<file path="src/rtl/quad_pkg.sv">
// Shared widths, FSM state encoding and per-motor mixing sign table for the quad motor mixer.
package quad_pkg;

    localparam int unsigned SPEED_W = 16;
    localparam int unsigned MIX_W   = 19;
    localparam int unsigned N_MOTOR = 4;
    localparam int unsigned CNT_W   = 32;

    typedef enum logic [2:0] {
        ST_IDLE  = 3'd0,
        ST_MIX   = 3'd1,
        ST_CLAMP = 3'd2,
        ST_WAIT  = 3'd3,
        ST_ISSUE = 3'd4
    } state_e;

    // Per-motor subtract flags {pitch, roll, yaw}; a set bit means that correction is subtracted.
    //   m0 = T+P+R-Y, m1 = T+P-R+Y, m2 = T-P-R-Y, m3 = T-P+R+Y
    localparam logic [N_MOTOR-1:0][2:0] SIGN_TAB = {3'b100, 3'b111, 3'b010, 3'b001};

    typedef struct packed {
        logic [SPEED_W-1:0] throttle;
        logic [SPEED_W-1:0] roll;
        logic [SPEED_W-1:0] pitch;
        logic [SPEED_W-1:0] yaw;
    } cmd_t;

endpackage

</file>
<file path="src/rtl/mix_sat.sv">
// One motor's mixing sum and armed-speed saturation; purely combinational, registered by the parent.
module mix_sat
    import quad_pkg::*;
#(
    parameter logic [SPEED_W-1:0] SPEED_MIN = 16'd16384,
    parameter logic [SPEED_W-1:0] SPEED_MAX = 16'd60000,
    parameter logic [2:0]         SIGNS     = 3'b000
) (
    input  logic [SPEED_W-1:0] throttle,
    input  logic [SPEED_W-1:0] roll,
    input  logic [SPEED_W-1:0] pitch,
    input  logic [SPEED_W-1:0] yaw,
    input  logic [MIX_W-1:0]   mix_in,
    input  logic               arm,
    output logic [MIX_W-1:0]   mix_c,
    output logic [SPEED_W-1:0] sat_c
);

    localparam logic signed [MIX_W-1:0] LO = $signed(MIX_W'(SPEED_MIN));
    localparam logic signed [MIX_W-1:0] HI = $signed(MIX_W'(SPEED_MAX));

    logic signed [MIX_W-1:0] t_x;
    logic signed [MIX_W-1:0] r_x;
    logic signed [MIX_W-1:0] p_x;
    logic signed [MIX_W-1:0] y_x;
    logic signed [MIX_W-1:0] acc;
    logic signed [MIX_W-1:0] mix_s;

    // Throttle is unsigned base speed; corrections are two's complement.
    assign t_x   = $signed(MIX_W'(throttle));
    assign r_x   = MIX_W'($signed(roll));
    assign p_x   = MIX_W'($signed(pitch));
    assign y_x   = MIX_W'($signed(yaw));
    assign mix_s = $signed(mix_in);

    always_comb begin
        acc = t_x;
        acc = SIGNS[2] ? (acc - p_x) : (acc + p_x);
        acc = SIGNS[1] ? (acc - r_x) : (acc + r_x);
        acc = SIGNS[0] ? (acc - y_x) : (acc + y_x);
        mix_c = acc;
    end

    // Disarmed motors are stopped outright rather than held at the floor.
    always_comb begin
        sat_c = '0;
        if (!arm) begin
            sat_c = '0;
        end else if (mix_s < LO) begin
            sat_c = SPEED_MIN;
        end else if (mix_s > HI) begin
            sat_c = SPEED_MAX;
        end else begin
            sat_c = mix_in[SPEED_W-1:0];
        end
    end

endmodule

</file>
<file path="src/rtl/motor_mixer.sv">
// Quad motor mixer: accepts a throttle/attitude command, mixes and clamps four motor speeds,
// waits for the PWM channels to go idle, then loads them; falls back to a failsafe command on timeout.
module motor_mixer
    import quad_pkg::*;
#(
    parameter logic [SPEED_W-1:0] SPEED_MIN   = 16'd16384,
    parameter logic [SPEED_W-1:0] SPEED_MAX   = 16'd60000,
    parameter logic [CNT_W-1:0]   TIMEOUT_CYC = 32'd1_000_000
) (
    input  logic               clk,
    input  logic               rst_n,
    input  logic [SPEED_W-1:0] throttle,
    input  logic [SPEED_W-1:0] roll,
    input  logic [SPEED_W-1:0] pitch,
    input  logic [SPEED_W-1:0] yaw,
    input  logic               arm,
    input  logic               cmd_valid,
    output logic               cmd_ready,
    output logic [SPEED_W-1:0] speed_out0,
    output logic [SPEED_W-1:0] speed_out1,
    output logic [SPEED_W-1:0] speed_out2,
    output logic [SPEED_W-1:0] speed_out3,
    output logic [N_MOTOR-1:0] speed_oe,
    input  logic [N_MOTOR-1:0] pwm_busy,
    output logic               failsafe
);

    state_e state;
    state_e state_d;

    cmd_t                             cmd_q;
    logic                             arm_latched;
    logic [CNT_W-1:0]                 idle_cnt;
    logic [N_MOTOR-1:0][MIX_W-1:0]    mix_q;
    logic [N_MOTOR-1:0][MIX_W-1:0]    mix_c;
    logic [N_MOTOR-1:0][SPEED_W-1:0]  sat_q;
    logic [N_MOTOR-1:0][SPEED_W-1:0]  sat_c;
    logic [N_MOTOR-1:0][SPEED_W-1:0]  speed_q;

    logic accept_c;
    logic timeout_c;
    logic issue_c;

    assign speed_out0 = speed_q[0];
    assign speed_out1 = speed_q[1];
    assign speed_out2 = speed_q[2];
    assign speed_out3 = speed_q[3];

    for (genvar i = 0; i < int'(N_MOTOR); i++) begin : g_motor
        mix_sat #(
            .SPEED_MIN (SPEED_MIN),
            .SPEED_MAX (SPEED_MAX),
            .SIGNS     (SIGN_TAB[i])
        ) u_mix_sat (
            .throttle (cmd_q.throttle),
            .roll     (cmd_q.roll),
            .pitch    (cmd_q.pitch),
            .yaw      (cmd_q.yaw),
            .mix_in   (mix_q[i]),
            .arm      (arm_latched),
            .mix_c    (mix_c[i]),
            .sat_c    (sat_c[i])
        );
    end

    // State register.
    always_ff @(posedge clk or negedge rst_n) begin
        if (!rst_n) begin
            state <= ST_IDLE;
        end else begin
            state <= state_d;
        end
    end

    // Next state; an external command beats a timeout that expires in the same cycle.
    always_comb begin
        state_d   = state;
        accept_c  = 1'b0;
        timeout_c = 1'b0;
        issue_c   = 1'b0;
        case (state)
            ST_IDLE: begin
                if (cmd_valid) begin
                    accept_c = 1'b1;
                    state_d  = ST_MIX;
                end else if (arm_latched && (idle_cnt == (TIMEOUT_CYC - CNT_W'(1)))) begin
                    timeout_c = 1'b1;
                    state_d   = ST_MIX;
                end
            end
            ST_MIX:   state_d = ST_CLAMP;
            ST_CLAMP: state_d = ST_WAIT;
            ST_WAIT: begin
                if (pwm_busy == '0) begin
                    issue_c = 1'b1;
                    state_d = ST_ISSUE;
                end
            end
            ST_ISSUE: state_d = ST_IDLE;
            default:  state_d = ST_IDLE;
        endcase
    end

    // Command capture, failsafe flag and idle watchdog.
    always_ff @(posedge clk or negedge rst_n) begin
        if (!rst_n) begin
            cmd_q       <= '0;
            arm_latched <= 1'b0;
            failsafe    <= 1'b0;
            idle_cnt    <= '0;
        end else begin
            if (accept_c) begin
                cmd_q.throttle <= throttle;
                cmd_q.roll     <= roll;
                cmd_q.pitch    <= pitch;
                cmd_q.yaw      <= yaw;
                arm_latched    <= arm;
                failsafe       <= 1'b0;
            end else if (timeout_c) begin
                cmd_q.throttle <= SPEED_MIN;
                cmd_q.roll     <= '0;
                cmd_q.pitch    <= '0;
                cmd_q.yaw      <= '0;
                arm_latched    <= 1'b1;
                failsafe       <= 1'b1;
            end

            if ((state == ST_IDLE) && !accept_c && !timeout_c && arm_latched) begin
                idle_cnt <= idle_cnt + CNT_W'(1);
            end else begin
                idle_cnt <= '0;
            end
        end
    end

    // Mix/clamp pipeline and the output load; speed_out changes only on the ISSUE entry edge.
    always_ff @(posedge clk or negedge rst_n) begin
        if (!rst_n) begin
            mix_q     <= '0;
            sat_q     <= '0;
            speed_q   <= '0;
            speed_oe  <= '0;
            cmd_ready <= 1'b1;
        end else begin
            if (state == ST_MIX) begin
                mix_q <= mix_c;
            end
            if (state == ST_CLAMP) begin
                sat_q <= sat_c;
            end
            if (issue_c) begin
                speed_q <= sat_q;
            end
            speed_oe  <= {N_MOTOR{issue_c}};
            cmd_ready <= (state_d == ST_IDLE);
        end
    end

endmodule

</file>
<file path="config.mk">
export PLATFORM = sky130hd
export DESIGN_NAME = motor_mixer
export DESIGN_NICKNAME = d
export VERILOG_FILES = /design/src/rtl/quad_pkg.sv /design/src/rtl/mix_sat.sv /design/src/rtl/motor_mixer.sv
export SDC_FILE = /design/constraint.sdc
export NUM_CORES = 1
export LEC_CHECK = 0
export CAP_MARGIN = 5
export CORE_ASPECT_RATIO = 0.5
export CORE_UTILIZATION = 35
export CTS_BUF_LIST = sky130_fd_sc_hd__clkbuf_4
export CTS_CLUSTER_DIAMETER = 30
export CTS_CLUSTER_SIZE = 25
export DETAILED_ROUTE_END_ITERATION = 12
export PLACE_DENSITY = 0.51
export SETUP_SLACK_MARGIN = 0.4
export SLEW_MARGIN = 20
export SYNTH_ARGS = -nofsm -noshare
export SYNTH_HDL_FRONTEND = slang
export SYNTH_SLANG_ARGS = --single-unit
</file>
<file path="constraint.sdc">
create_clock -name clk -period 5.66 [get_ports clk]
set_clock_uncertainty 0.05 [all_clocks]
set_input_delay 0.566 -clock clk [delete_from_list [all_inputs] [get_ports clk]]
set_output_delay 0.566 -clock clk [all_outputs]
set_load 0.1 [all_outputs]
</file>
Yosys cells after proc, flatten, opt, wreduce, memory -nomap -nowiden
Index checks and enable logic that the tools add are counted.
W data, S select, Z words.

storage, ports and cells
  register bits = 307
  word-level logic and storage cells = 84
  output and inout bits = 70

cells by class
  reductions and logical operators = 10
  multiplexer cells = 29
  add/sub/neg operators = 11
  equality and inequality tests = 4
  magnitude comparators = 8

operator list
  kind                     number
  $mux W16                 12
  $mux W64                 2
  $gt A19 B17 Y1 const B   4
  $lt A19 B16 Y1 const B   4
  $add A18 B16 Y19         2
  $add A19 B16 Y19         2
  $sub A18 B16 Y19         2
  $sub A19 B16 Y19         2
  $add A32 B1 Y32 const B  1
  $eq A32 B20 Y1 const B   1
  $mux W32                 1
  $add A17 B16 Y18         1
  $sub A17 B16 Y18         1
  $pmux W3 S4              1
  $mux W1                  10
  $mux W3                  3
  $eq A3 B2 Y1 const B     2
  $logic_not A3 Y1         2
  $logic_and A1 B1 Y1      4
  $logic_not A4 Y1         1
  $eq A3 B1 Y1 const B     1
  $logic_not A1 Y1         2
  $reduce_bool A2 Y1       1

Longest topological paths before layout
Gate-level depths: netlist of the first run.

  word-level depth = 9
  mapped depth = 21
  gate-level depth less buffers = 20

Hierarchy
From an unflattened synthesis of the first run, not the netlist that was laid out.

second synthesis, totals
  cell total of the unflattened synthesis = 2,077
  area total of the unflattened synthesis = 20,259.4 µm²

by module, submodules not included
  module                          seq. area each (µm²)  times used  area an instance (µm²)  cells each
  motor_mixer                     7,683.6               1           11,721.2                915
  mix_sat (g_motor[0].u_mix_sat)  0.0                   1           2,169.6                 287
  mix_sat (g_motor[2].u_mix_sat)  0.0                   1           2,164.6                 298
  mix_sat (g_motor[3].u_mix_sat)  0.0                   1           2,105.8                 289
  mix_sat (g_motor[1].u_mix_sat)  0.0                   1           2,098.3                 288

Worst setup path before layout of the first run
OpenSTA, ideal clock, no wires.

  path kind = reg-to-reg
  from = register cmd_q[18] (netlist name)
  to = register mix_q[73] in the netlist's numbering
  clock period less this slack = 4,434 ps
  path buffers = 2
  data required time = 5,477 ps
  path slack = 1,226 ps
  arrival = 4,251 ps
  stages on the path, launching flop included = 19
  path through = dfrtp_1 -> inv_1 -> ha_1 -> clkbuf_1 -> nor2b_1 -> o31a_1 -> o41ai_1 -> a21boi_1 -> nor3_1 -> o21ai_0 -> fa_1 -> inv_1 -> ha_1 -> clkdlybuf4s50_2 -> a2111oi_0 -> nand3b_1 -> a31oi_1 -> xor2_1 -> o21ai_0

between the ends
  word-level cells in the longest chain between the ends = 3

RTL lines
  what                  RTL line            source
  $sub A17 B16 Y18      mix_sat.sv:38       acc = SIGNS[2] ? (acc - p_x) : (acc + p_x);
  $add A18 B16 Y19      mix_sat.sv:39       acc = SIGNS[1] ? (acc - r_x) : (acc + r_x);
  $add A19 B16 Y19      mix_sat.sv:40       acc = SIGNS[0] ? (acc - y_x) : (acc + y_x);
  end signal, assigned  motor_mixer.sv:146  mix_q <= mix_c;
  end, declared         motor_mixer.sv:34   logic [N_MOTOR-1:0][MIX_W-1:0] mix_q;

Every way passes these cells.
A chain may end at the register's enable or synchronous reset.

Final worst setup path of the first run
  from = register cmd_q[16] (netlist name)
  to = register mix_q[36] in the netlist's numbering

between the ends
  word-level cells in the longest chain between the ends = 3

RTL lines
  what              RTL line
  $add A17 B16 Y18  -
  $sub A18 B16 Y19  mix_sat.sv:39
  $add A19 B16 Y19  mix_sat.sv:40

Every way passes these cells.

==> results of run 1 <==
routing by layer:
metal  vias up  GRT usage  part of all wire
met3        64     0.0410             0.052
li1       6551          -                 -
met2       277      0.263              0.39
met4         4     0.0373             0.013
met1      6652      0.321              0.55
met5         -          0           0.00050
cell usage in the layout, fill, tap and decap left out, types with 11 or more instances in the layout:
cell	count
sky130_fd_sc_hd__a22o_1	98
sky130_fd_sc_hd__a211oi_1	13
sky130_fd_sc_hd__nor2_1	127
sky130_fd_sc_hd__mux2_2	65
sky130_fd_sc_hd__and3_1	11
sky130_fd_sc_hd__dfrtp_1	306
sky130_fd_sc_hd__nand2b_1	18
sky130_fd_sc_hd__inv_1	110
sky130_fd_sc_hd__xor2_1	53
sky130_fd_sc_hd__o21a_1	16
sky130_fd_sc_hd__nand2_1	155
sky130_fd_sc_hd__clkbuf_4	63
sky130_fd_sc_hd__o31ai_1	11
sky130_fd_sc_hd__nor2b_1	16
sky130_fd_sc_hd__buf_4	11
sky130_fd_sc_hd__a21oi_1	88
sky130_fd_sc_hd__o21ai_0	124
sky130_fd_sc_hd__ha_1	108
sky130_fd_sc_hd__o21bai_1	14
sky130_fd_sc_hd__nand3_1	39
sky130_fd_sc_hd__a21o_1	34
sky130_fd_sc_hd__fa_1	75
sky130_fd_sc_hd__clkdlybuf4s50_1	140
sky130_fd_sc_hd__xnor2_1	60
sky130_fd_sc_hd__nor3_1	29
worst min path at each step:
stage / end / slack, ps / cells past startpoint
after global routing: cmd_q[27]$_DFFE_PN0P_ / 240 / 2
after global placement: sat_q[61]$_DFFE_PN0P_ / 400 / 2
after floorplan: arm_latched$_DFFE_PN0P_ / 220 / 0
after CTS: cmd_q[27]$_DFFE_PN0P_ / 220 / 2
final: cmd_q[48]$_DFFE_PN0P_ / 270 / 2
after detailed placement: sat_q[61]$_DFFE_PN0P_ / 410 / 2
sequential cells by signal, summed over array words and instances (netlist names), 3 cells and up:
signal and flops:
idle_cnt 32, mix_q 76, speed_out3 16, speed_out0 16, sat_q 64, state 3
speed_out1 16, speed_out2 16, cmd_q 64
stage by stage:
step | util | setup WS (ps)
2_1_floorplan | - | 1230
6_report | 0.420 | 768
4_1_cts | 0.419 | 624
5_1_grt | 0.420 | 391
3_5_place_dp | 0.401 | 634
3_3_place_gp | 0.401 | 689
kinds of logic after synthesis:
logic type,count (synthesis)
adders and majority gates,183
xor gates and xnor gates,113
muxes,68
AOI/OAI and AO/OA,467
and+or+nand+nor,459
buffers and inverters,175
DFF,307
final cells by class:
cell class              instances  area (um2)  share of cell area
multi-input cells            1290        9980               0.467
flip-flops and latches        307        7680               0.359
repair buffers                154        1530              0.0715
well taps                     690         863              0.0404
clock buffers                  63         473              0.0221
clock inverters                42         447              0.0209
inverters                     110         413              0.0193
diodes                          1        2.50            0.000117
worst register-to-register path: stages, from the launching register on:
cell and delay (ps):
sky130_fd_sc_hd__dfrtp_1 400, sky130_fd_sc_hd__ha_1 240, sky130_fd_sc_hd__fa_1 410, sky130_fd_sc_hd__nand2b_1 90, sky130_fd_sc_hd__a21oi_1 70, sky130_fd_sc_hd__o21ai_0 230
sky130_fd_sc_hd__a21oi_1 150, sky130_fd_sc_hd__a21oi_1 280, sky130_fd_sc_hd__o21bai_1 100, sky130_fd_sc_hd__a21oi_1 180, sky130_fd_sc_hd__xnor2_1 200, sky130_fd_sc_hd__fa_1 510
sky130_fd_sc_hd__ha_1 400, sky130_fd_sc_hd__a21o_1 190, sky130_fd_sc_hd__a21o_1 170, sky130_fd_sc_hd__a21oi_1 150, sky130_fd_sc_hd__o31ai_1 150, sky130_fd_sc_hd__a41o_1 290
sky130_fd_sc_hd__or4b_1 460, sky130_fd_sc_hd__o2111ai_1 100
what timing repair did:
item | in CTS | in global routing
endpoints found under the setup margin | 0 | 9
endpoints found under the hold margin | 82 | 0
hold buffers | 1 | 0
resized for setup | 0 | 4
==> metrics.log, run 1 <==
[metrics] H-tree Lvls: 2
[metrics] Worst Path Required: 6340 ps
[metrics] setup repair after global routing missed its margin: true
[metrics] number of clock sinks: 307
[metrics] dominant synthesized flop cell: sky130_fd_sc_hd__dfrtp_1
[metrics] run status: completed
[metrics] share of the yosys chip area belonging to registers: 0.420
[metrics] number of iterations in the first detailed-routing pass: 7
[metrics] pin count of the biggest net entering global routing: 131
[metrics] effective utilization at floorplan: 0.359
[metrics] global-route wire length before repair: 81.0 mm
[metrics] highest attainable clock frequency: 0.204 GHz
[metrics] total of fill cells in the finished design: 5044
[metrics] syn_nets: 2027
[metrics] Hold Crit Class: in2async
[metrics] GRT Resource Usage Total: 0.198
[metrics] cell area after placement: 20400 um2
[metrics] relative slew slack: 0.272
[metrics] part of the cycle the worst path needs: 0.864
[metrics] WHS: 267 ps
[metrics] antenna violations before repair: 5
[metrics] number of buffers and inverters on the critical path: 0
[metrics] main combinational cell family by area after synthesis: compound AO/OA/AOI/OAI gates
[metrics] count of routing violations after the opening detailed-route iteration: 1108
[metrics] critical path arrival: 5570 ps
[metrics] Commonest cells post-synth: sky130_fd_sc_hd__dfrtp_1, sky130_fd_sc_hd__nand2_1, sky130_fd_sc_hd__nor2_1
[metrics] clock-pin slew on the worst setup and hold paths: 90 ps
[metrics] Cell Area, Synth: 18300 um2
[metrics] post-synthesis compound-gate area fraction: 0.174
[metrics] end of the worst register-to-register path: mix_q[36]$_DFFE_PN0P_
[metrics] row cnt: 58
[metrics] CP peak stage delay: 510 ps
[metrics] total number of nets in the final design: 2174
[metrics] kind of start point of the critical path: flop
[metrics] Die X-Extent: 325 um
[metrics] drt drc: 0
[metrics] count of flip-flops with a built-in enable after synthesis: 0
[metrics] Top-Level Pins: 142
[metrics] cell family with the largest share of critical-path delay: compound AO/OA/AOI/OAI gates
[metrics] length in cells of the worst reg-to-reg path: 19
[metrics] endpoint of the most critical setup path: mix_q[36]$_DFFE_PN0P_
[metrics] number of instances in the synthesized netlist: 1772
[metrics] placeable core region: 50900 um2
[metrics] Max FO, Critical Path: 5
[metrics] ANT nets after route: 0
[metrics] leading post-synthesis cells by cell area: sky130_fd_sc_hd__dfrtp_1, sky130_fd_sc_hd__fa_1, sky130_fd_sc_hd__ha_1
[metrics] height of the die: 164 um
[metrics] Placer Congestion: 0.892
[metrics] WL final: 52.1 mm
[metrics] die area: 53200 um2
[metrics] actual slew at the worst max-slew pin: 1090 ps
[metrics] category of the worst setup path capture point: flop
[metrics] time the final worst path needs with I/O delays and setup: 4890 ps
[metrics] area fraction of the dominant cell type after synthesis: 0.419
[metrics] origin of the critical flop-to-flop path: cmd_q[16]$_DFFE_PN0P_
[metrics] worst setup path class: reg2reg
[metrics] cell with the biggest individual delay on the critical path: sky130_fd_sc_hd__fa_1
[metrics] Adder-Cell Fraction of Synth Area: 0.156
[metrics] Root Buffer: sky130_fd_sc_hd__clkbuf_4
[metrics] FF-to-FF setup slack: 770 ps
[metrics] summed negative setup slack over all endpoints: 0 ps
[metrics] Post-synth ARST share: 1.00
[metrics] number of buffers inserted during clock tree synthesis: 56
[metrics] final max-slew violation count: 0
[metrics] cell seen most often among critical-path stages: sky130_fd_sc_hd__a21oi_1
[metrics] mean number of vias per cell: 5.10
[metrics] number of cells on the critical path: 19
[metrics] final instance area: 21400 um2
[metrics] drt wl/cell: 19.6 um
[metrics] layout-stage area growth over the synthesis result: 16.9%
[metrics] number of cells in the finished layout apart from fillers: 2657
[metrics] Clock Latency Late Sink: 820 ps
[metrics] clock buffer depth: 3
[metrics] share of post-route cells with drive strength above 1: 0.0992
[metrics] XOR/XNOR Fraction of Synth Area: 0.0541
[metrics] placed insts: 2550
[metrics] final setup violation count: 0
[metrics] detailed-route via count: 13548
[metrics] remaining global-route overflow: 0
[metrics] count leader, synth: sky130_fd_sc_hd__dfrtp_1
[metrics] source of the critical timing path: cmd_q[16]$_DFFE_PN0P_
[metrics] via count of the first global-routing pass: 13402
[metrics] number of unique standard cell types used by synthesis: 71
[metrics] setup bufs post-CTS: 0
[metrics] largest area contributor in the synthesized netlist: sky130_fd_sc_hd__dfrtp_1
[metrics] max_cap viols: 0
[metrics] cells along the critical path: ha_1, fa_1, nand2b_1, a21oi_1, o21ai_0, a21oi_1, a21oi_1, o21bai_1, a21oi_1, xnor2_1, fa_1, ha_1, a21o_1, a21o_1, a21oi_1, o31ai_1, a41o_1, or4b_1, o2111ai_1
[metrics] post-synthesis simple-gate area fraction: 0.118
[metrics] register bit total from synthesis: 307
[metrics] Detailed Place HPWL: 39.9 mm
[metrics] buffers added on ports: 141
[metrics] final count of hold timing violations: 0
[metrics] count of warnings emitted by yosys: 0
[metrics] syn_area_per_cell: 10.3 um2
[metrics] TritonCTS clock tree: done
[metrics] multiplexer share of the synthesized area: 0.0416
Power of run 1 is left out: the tool's default activity adds up to more than one toggle a clock period on the data nets, which glitch-free logic cannot reach.
==> inputs of run 2 (changes only) <==
--- a/config.mk
+++ b/config.mk
@@ -5,13 +5,14 @@
 export SDC_FILE = /design/constraint.sdc
 export NUM_CORES = 1
 export LEC_CHECK = 0
-export CAP_MARGIN = 5
+export CAP_MARGIN = 10
 export CORE_ASPECT_RATIO = 0.5
 export CORE_UTILIZATION = 35
 export CTS_BUF_LIST = sky130_fd_sc_hd__clkbuf_4
 export CTS_CLUSTER_DIAMETER = 30
 export CTS_CLUSTER_SIZE = 25
 export DETAILED_ROUTE_END_ITERATION = 12
+export HOLD_SLACK_MARGIN = 0.03
 export PLACE_DENSITY = 0.51
 export SETUP_SLACK_MARGIN = 0.4
 export SLEW_MARGIN = 20
==> results of run 2 <==
Same layout as run 1: the final DEF is identical, and so are final timing and power.
Power of run 2 is left out for the same reason.
==> edit (config.mk and constraints of run 2) <==
One comparison of `idle_cnt` changes from == to >=.
--- a/src/rtl/motor_mixer.sv
+++ b/src/rtl/motor_mixer.sv
@@ -83,7 +83,7 @@
                 if (cmd_valid) begin
                     accept_c = 1'b1;
                     state_d  = ST_MIX;
-                end else if (arm_latched && (idle_cnt == (TIMEOUT_CYC - CNT_W'(1)))) begin
+                end else if (arm_latched && (idle_cnt >= (TIMEOUT_CYC - CNT_W'(1)))) begin
                     timeout_c = 1'b1;
                     state_d   = ST_MIX;
                 end
Function: same outputs for any inputs over 4 cycles, from zero or initial values and one cycle with rst_n low; that may be too few to reach the edited logic, so the function may still have changed.
==> edit against run 2 <==
- count of clock-buffer cells in the layout down 5
- synthesized area down 2.1%
- non-clock buffer count down 3
- cell area down 1.5%
- routed wire length down 7.3%
- sequential cell count down 3
- setup slack worse by 0.081 ns
Power is left out: the tool's default activity adds up to more than one toggle a clock period on the data nets, which glitch-free logic cannot reach.
==> edit: results (changes against run 2) <==
GRT Total Usage=18.8% (-1.0 points); Layout Utilization=41.9% (-0.14 points); GP Congestion=0.845 (-5.3%); Max FO, Critical Path=8 (+3); Min Hold Slack=0.277 ns (+0.0106 ns); placed insts=2494 (-2.2%); Synth Area in Compound Gates=17.2% (-0.11 points); DP Area=0.0201 mm2 (-1.8%); pre-CTS WS=0.535 ns (-0.0985 ns); CP delay by family, top=simple AND/OR/NAND/NOR gates; FILL cells=5012 (-0.63%); distinct cell type count after synthesis=74 (+4.2%); Synth Area in Adders=15.9% (+0.27 points); initial DRC count=971 (-12%); Die ar.=0.0521 mm2 (-2.1%); slowest cell on the critical path=or4_1; post-synthesis xor/xnor area fraction=5.18% (-0.23 points); global-route wire length before repair=75100 um (-7.3%); clk tree area frac=4.51% (+0.21 points); initial antenna violation count=2 (-3); status=complete, no violations; num sequential=304 (-0.98%); Worst R2R Start=cmd_q[26]$_DFFE_PN0P_; Synth Instances=1704 (-3.8%); synth top area cells=dfrtp_1 (42%), fa_1 (8.4%), ha_1 (7.5%); hpwl dp=36800 um (-7.8%); Vias/cell=4.98 (-2.4%); register area share after synthesis=42.5% (+0.49 points); Max stage delay on crit path=0.62 ns (+0.11 ns); largest net degree at the start of global routing=113 (-14%); largest registers=mix_q (73), cmd_q (64), sat_q (64); Least-Margin Pin Slew=1.05 ns (-0.0395 ns); final instance count without filler cells=2597 (-2.3%); Layout non-clock buf frac=7.15% (about the same); fraction of area in registers=36.1% (+0.18 points); Max Clock Freq=201 MHz (-1.6%); Buffers excl. clock=151 (-1.9%); CTS Buf Count=54 (-3.6%); CLK BUF=58 (-7.9%); diode count=2 (+1); Nets=2115 (-2.7%); Inverters=127 (+15%); comb_multi_in=1223 (-5.2%); multi-input gate share of total cell area=45.9% (-0.79 points); Critical Path Sink=mix_q[18]$_DFFE_PN0P_; Detailed Route WL=48300 um (-7.3%)
==> edit: cell count changes after synthesis, moves of 6 or more <==
cell       delta
nor3_1       -10
inv_1        +17
xor2_1        -8
nand2_1      -10
a21oi_1      -21
a2111oi_0     -6
nor4_1       +10
nor4b_1       -7
clkbuf_1      -9
nand2b_1      +6
nand3_1      -14
nor2_1       -24
==> edit: layer usage <==
| layer | part of all wire, % | vias to the layer above | track usage, % |
|---|---|---|---|
| met5 | 0.021 | - | 0 |
| met4 | 1.4 | 2 | 3.66 |
| met3 | 4.2 | 57 | 3.35 |
| met2 | 41 | 208 | 26.2 |
| met1 | 54 | 6385 | 29.8 |
| li1 | - | 6276 | - |
==> edit: worst min-delay path: cells and delay by family <==
| family | cells | cell delay [ns] |
|---|---|---|
| buffers and inverters | 2 | 0.45 |
| AO/OA/AOI/OAI | 1 | 0.07 |
